[src/rtl/button_conditioner.sv]
// rtl/button_conditioner.sv - sync + debounce for two active-low buttons, with press/release pulses
// Optional auto-repeat of press pulses while held: define BUTTON_CONDITIONER_AUTOREPEAT_EN.

module button_conditioner_channel #(
    parameter int DEBOUNCE_CYCLES = 500000,
    parameter int CNT_W           = 20
`ifdef BUTTON_CONDITIONER_AUTOREPEAT_EN
    ,
    parameter int REPEAT_DELAY    = 25000000,
    parameter int REPEAT_PERIOD   = 5000000
`endif
) (
    input  logic clk,
    input  logic rst,
    input  logic raw_n,
`ifdef BUTTON_CONDITIONER_AUTOREPEAT_EN
    input  logic both_held,
`endif
    output logic level_n,
    output logic level_next_n,
    output logic press,
    output logic rel
);

    typedef enum logic [1:0] {
        ST_IDLE      = 2'd0,
        ST_ARM_PRESS = 2'd1,
        ST_HELD      = 2'd2,
        ST_ARM_REL   = 2'd3
    } state_t;

    state_t           state;
    state_t           state_next;
    logic             s1;
    logic             s2;
    logic             stable;
    logic             stable_next;
    logic             accept;
    logic [CNT_W-1:0] cnt;
    logic [CNT_W-1:0] cnt_next;
    logic             press_base;
    logic             press_next;
    logic             rel_next;

    always_ff @(posedge clk or posedge rst) begin
        if (rst) begin
            s1     <= 1'b1;
            s2     <= 1'b1;
            state  <= ST_IDLE;
            stable <= 1'b1;
            cnt    <= '0;
            press  <= 1'b0;
            rel    <= 1'b0;
        end else begin
            s1     <= raw_n;
            s2     <= s1;
            state  <= state_next;
            stable <= stable_next;
            cnt    <= cnt_next;
            press  <= press_next;
            rel    <= rel_next;
        end
    end

    // Any sample of s2 agreeing with stable wipes the count, so a bounce restarts the window.
    always_comb begin
        state_next  = state;
        stable_next = stable;
        cnt_next    = '0;
        accept      = 1'b0;
        if (s2 != stable) begin
            if (cnt == CNT_W'(DEBOUNCE_CYCLES - 1)) begin
                accept      = 1'b1;
                stable_next = s2;
            end else begin
                cnt_next = cnt + 1'b1;
            end
        end
        case (state)
            ST_IDLE: begin
                if (!s2) state_next = ST_ARM_PRESS;
            end
            ST_ARM_PRESS: begin
                if (s2)          state_next = ST_IDLE;
                else if (accept) state_next = ST_HELD;
            end
            ST_HELD: begin
                if (s2) state_next = ST_ARM_REL;
            end
            ST_ARM_REL: begin
                if (!s2)         state_next = ST_HELD;
                else if (accept) state_next = ST_IDLE;
            end
            default: state_next = ST_IDLE;
        endcase
        press_base = accept & stable;
        rel_next   = accept & ~stable;
    end

`ifdef BUTTON_CONDITIONER_AUTOREPEAT_EN
    localparam int HOLD_MAX = (REPEAT_DELAY > REPEAT_PERIOD) ? REPEAT_DELAY : REPEAT_PERIOD;
    localparam int HOLD_W   = $clog2(HOLD_MAX + 1);

    logic [HOLD_W-1:0] hold_cnt;
    logic [HOLD_W-1:0] hold_next;
    logic [HOLD_W-1:0] hold_limit;
    logic              repeating;
    logic              repeating_next;
    logic              rep_fire;

    always_ff @(posedge clk or posedge rst) begin
        if (rst) begin
            hold_cnt  <= '0;
            repeating <= 1'b0;
        end else begin
            hold_cnt  <= hold_next;
            repeating <= repeating_next;
        end
    end

    // The first repeat waits REPEAT_DELAY, later ones REPEAT_PERIOD; any exit from HELD rearms the delay.
    always_comb begin
        hold_next      = '0;
        repeating_next = 1'b0;
        rep_fire       = 1'b0;
        hold_limit     = repeating ? HOLD_W'(REPEAT_PERIOD - 1) : HOLD_W'(REPEAT_DELAY - 1);
        if (state == ST_HELD && !s2) begin
            if (hold_cnt == hold_limit) begin
                rep_fire       = ~both_held;
                repeating_next = 1'b1;
            end else begin
                hold_next      = hold_cnt + 1'b1;
                repeating_next = repeating;
            end
        end
    end

    assign press_next = press_base | rep_fire;
`else
    assign press_next = press_base;
`endif

    assign level_n      = stable;
    assign level_next_n = stable_next;

endmodule

module button_conditioner #(
    parameter int DEBOUNCE_CYCLES = 500000,
    parameter int CNT_W           = 20,
    parameter int REPEAT_DELAY    = 25000000,
    parameter int REPEAT_PERIOD   = 5000000
) (
    input  logic clk,
    input  logic rst,
    input  logic btn_up_raw_n,
    input  logic btn_down_raw_n,
    output logic up_level_n,
    output logic down_level_n,
    output logic up_press,
    output logic down_press,
    output logic up_release,
    output logic down_release,
    output logic both_held
);

    if (DEBOUNCE_CYCLES < 2 || CNT_W < 1 || CNT_W > 62 ||
        (64'(1) << CNT_W) <= 64'(DEBOUNCE_CYCLES) ||
        REPEAT_DELAY < 1 || REPEAT_PERIOD < 1) begin : g_bad_params
        $error("button_conditioner: invalid parameter set");
    end

    logic up_level_next_n;
    logic down_level_next_n;

    button_conditioner_channel #(
        .DEBOUNCE_CYCLES(DEBOUNCE_CYCLES),
        .CNT_W          (CNT_W)
`ifdef BUTTON_CONDITIONER_AUTOREPEAT_EN
        ,
        .REPEAT_DELAY   (REPEAT_DELAY),
        .REPEAT_PERIOD  (REPEAT_PERIOD)
`endif
    ) u_up (
        .clk         (clk),
        .rst         (rst),
        .raw_n       (btn_up_raw_n),
`ifdef BUTTON_CONDITIONER_AUTOREPEAT_EN
        .both_held   (both_held),
`endif
        .level_n     (up_level_n),
        .level_next_n(up_level_next_n),
        .press       (up_press),
        .rel         (up_release)
    );

    button_conditioner_channel #(
        .DEBOUNCE_CYCLES(DEBOUNCE_CYCLES),
        .CNT_W          (CNT_W)
`ifdef BUTTON_CONDITIONER_AUTOREPEAT_EN
        ,
        .REPEAT_DELAY   (REPEAT_DELAY),
        .REPEAT_PERIOD  (REPEAT_PERIOD)
`endif
    ) u_down (
        .clk         (clk),
        .rst         (rst),
        .raw_n       (btn_down_raw_n),
`ifdef BUTTON_CONDITIONER_AUTOREPEAT_EN
        .both_held   (both_held),
`endif
        .level_n     (down_level_n),
        .level_next_n(down_level_next_n),
        .press       (down_press),
        .rel         (down_release)
    );

    // Built from the next-state levels so it moves on the same edge as the second acceptance.
    always_ff @(posedge clk or posedge rst) begin
        if (rst) begin
            both_held <= 1'b0;
        end else begin
            both_held <= ~up_level_next_n & ~down_level_next_n;
        end
    end

endmodule

[config.mk]
export PLATFORM = sky130hd
export DESIGN_NAME = button_conditioner
export DESIGN_NICKNAME = d
export VERILOG_FILES = /design/src/rtl/button_conditioner.sv
export SDC_FILE = /design/constraint.sdc
export NUM_CORES = 1
export LEC_CHECK = 0
export CORE_MARGIN = 5
export CORE_UTILIZATION = 67
export CTS_BUF_LIST = sky130_fd_sc_hd__clkbuf_4
export CTS_CLUSTER_SIZE = 10
export DETAILED_ROUTE_END_ITERATION = 8
export PLACE_DENSITY = 0.87
export SLEW_MARGIN = 15
export SYNTH_ARGS = -nofsm -noshare
export SYNTH_HDL_FRONTEND = slang
export SYNTH_HIERARCHICAL = 1
export SYNTH_SLANG_ARGS = --single-unit
[constraint.sdc]
create_clock -name clk -period 4.79 [get_ports clk]
set_input_delay 0.479 -clock clk [delete_from_list [all_inputs] [get_ports clk]]
set_output_delay 0.479 -clock clk [all_outputs]
set_load 0.005 [all_outputs]
==> results.py <==
metrics = {
    "pwr": {
        "irDropWorstVdd_v": 0.000212,
        "powerDensity_mw_per_mm2": 236,
        "leakagePower_nw": 1.18,
    },
    "grt": {
        "grt_pass1_wl_um": 8190,
        "grt_overflow": 0,
        "first_global_vias": 1817,
        "antenna_found_initial": 0,
        "grt.total_usage_pct": 19.6,
        "grt_max_degree": 26,
    },
    "die": {
        "die-height_um": 72.0,
        "row_count": 22,
        "core-area_mm2": 0.00369,
        "ioPinCount": 11,
        "die_x_um": 72.0,
        "dieArea_mm2": 0.00518,
        "start_util_pct": 69.7,
    },
    "worst_setup_path": {
        "cp_cell_sequence": "nor4b_1, nand2_1, o21ai_4, nor2_1",
        "required_ns": 5.01,
        "reg2reg_from": "u_up/cnt[12]",
        "r2r-end": "u_up/cnt[10]",
        "cp-start-kind": "flip-flop",
        "cp-end-kind": "flip-flop",
        "crit_family": "simple AND/OR/NAND/NOR gates",
        "crit_type": "flip-flop to flip-flop",
        "crit_slowest_cell": "nor4b_1",
        "reg2reg_slack_ns": 2.81,
        "critPathMaxStageDelay_ns": 0.61,
        "worst-path-max-fanout": 15,
        "cp.arrival_ns": 2.20,
        "r2r_cells": 4,
        "path_buf_inv": 0,
    },
    "clocking": {
        "clk_path_buf_depth": 2,
        "h-tree-depth": 2,
        "cts-root-buf": "clkbuf_4",
        "cts_tree": "built",
        "cts_setup_buffers": 0,
        "postCtsHoldBufs": 0,
        "cts.clk_slew.worst_paths_ns": 0.14,
        "insertion_delay_ns": 0.34,
        "numCtsBuffers": 5,
        "numClockSinks": 51,
        "cts_resized": 0,
    },
    "final_layout": {
        "final_cell_mix": "dfrtp_1 (45), nor2_1 (41), xnor2_1 (28), nand3_1 (14), nor3_1 (14)",
        "post-route-util_pct": 74.5,
        "area_growth_pct": 6.81,
        "fill_cells": 259,
        "nets": 254,
        "fin_cells": 297,
        "drive_gt1_share_pct": 13.7,
        "antenna_cells": 0,
        "largestRegisters": "u_down/cnt (20), u_up/cnt (20)",
        "final_common_cell": "dfrtp_1",
    },
    "place": {
        "port_buffers": 10,
        "gp_congestion": 0.836,
        "dpl.hpwl_um": 3190,
        "dp_slack_ns": 2.94,
        "dp_cells": 289,
    },
    "timing": {
        "setup_ws_ns": 2.81,
        "drv_slew": 0,
        "fin_crit_ns": 1.98,
        "fin_skew_ns": 0.0114,
        "worstMarginPinSlew_ns": 0.940,
        "rsz0062_at_grt": "no",
        "slew-limit-headroom_pct": 37.2,
        "period_share_pct": 41.4,
        "max_freq_mhz": 505,
        "setup_viol": 0,
        "hold_violations": 0,
        "timing.setup.tns_ns": 0,
    },
    "yosys": {
        "syn_nets": 241,
        "syn-mean-instance-area_um2": 10.9,
        "synth_seq_cells": 51,
        "yosysWarnings": 6,
        "synth_cell_types": 29,
        "syn_inst": 235,
        "synthesis.area_mm2": 0.00257,
        "seq_area_frac_synth_pct": 49.9,
    },
    "route": {
        "drt_pass1_iterations": 4,
        "drc": 0,
        "drt-vias-per-instance": 5.88,
        "antenna_left": 0,
        "routedWlPerCell_um": 15.3,
        "drt-initial-drc-count": 116,
        "vias": 1745,
        "drt-total-wl_um": 4530,
    },
    "job": {
        "maxCapViolCount": 0,
    },
    "run_status": {
        "status": "finished, final reports clean",
    },
    "hold_path": {
        "min_path_type": "input pin to asynchronous set/reset pin",
    },
}
[cell usage after synthesis, drive strengths merged]
library cell,n,area share [%]
a21o,4,1.2
and2,2,0.49
and3,10,2.6
and4,6,2.0
and4bb,2,0.97
buf,4,1.5
dfrtp,45,44
dfstp,6,6.1
ha,2,0.97
inv,9,1.3
mux2,2,0.88
nand2,6,0.88
nand3,14,2.7
nand4,10,4.8
nor2,43,6.5
nor3,14,2.7
nor3b,4,1.2
nor4,10,4.8
nor4b,2,0.68
o211ai,4,1.2
o21ai,2,1.3
o221ai,2,0.68
xnor2,28,9.5
xor2,4,1.4
[layout make-up]
cell class / count / area [µm²] / area share (%)
tap: 48 / 60.1 / 2.19
sequential: 51 / 1280 / 46.7
timing repair buffer: 10 / 100 / 3.64
multi-input combinational: 171 / 1220 / 44.3
clock buffer: 5 / 37.5 / 1.37
clock inverter: 3 / 15.0 / 0.546
inverter: 9 / 33.8 / 1.23
[cells by family after synthesis]
logic type,Yosys count,share of synthesized area (%)
AO/OA/AOI/OAI,12,4.28
multiplexers,2,0.875
buffers and inverters,13,2.77
adder cells (fa/ha/maj),2,0.973
flip-flops,51,49.9
AND/OR/NAND/NOR,123,30.3
XOR/XNOR,32,10.9
[power by group]
| part | internal (W) | switching, W |
|---|---|---|
| Combinational | 0.00000789 | 0.0000172 |
| Sequential | 0.000438 | 0.00000770 |
| Clock | 0.0000550 | 0.000124 |
[worst register-to-register path: stages, from the launching register on]
cell     delay [ns]
dfrtp_1        0.47
nor4b_1        0.61
nand2_1        0.26
o21ai_4        0.42
nor2_1         0.10
[worst max-delay path by stage]
stage,cells after the start,to,startpoint,slack (ns)
floorplan,6,both_held,u_down/cnt[0],3.13
global placement,5,u_down/cnt[16],u_down/cnt[0],2.96
detailed placement,5,u_down/cnt[16],u_down/cnt[0],2.94
CTS,1,down_level_n,u_down/level_n,2.84
global route,4,u_up/cnt[8],u_up/cnt[8],2.62
finish,4,u_up/cnt[10],u_up/cnt[12],2.81
[layer usage]
metal  wire length (µm)  vias to the layer above  GRT usage, %
met3                226                       10          5.40
li1                   -                      858             -
met4                 58                        0          6.68
met5                  0                        -             0
met1               2200                      838          28.9
met2               2040                       39          28.2
[metrics by stage]
step           total power [W]  hold slack (ns)  area, µm²
6_report              0.000649            0.300       2750
5_1_grt               0.000681            0.276       2750
4_1_cts               0.000657            0.292       2750
3_5_place_dp          0.000479            0.349       2700
3_3_place_gp          0.000478            0.347       2700
2_1_floorplan         0.000472            0.208       2570
(Power assumes the default switching activity.)
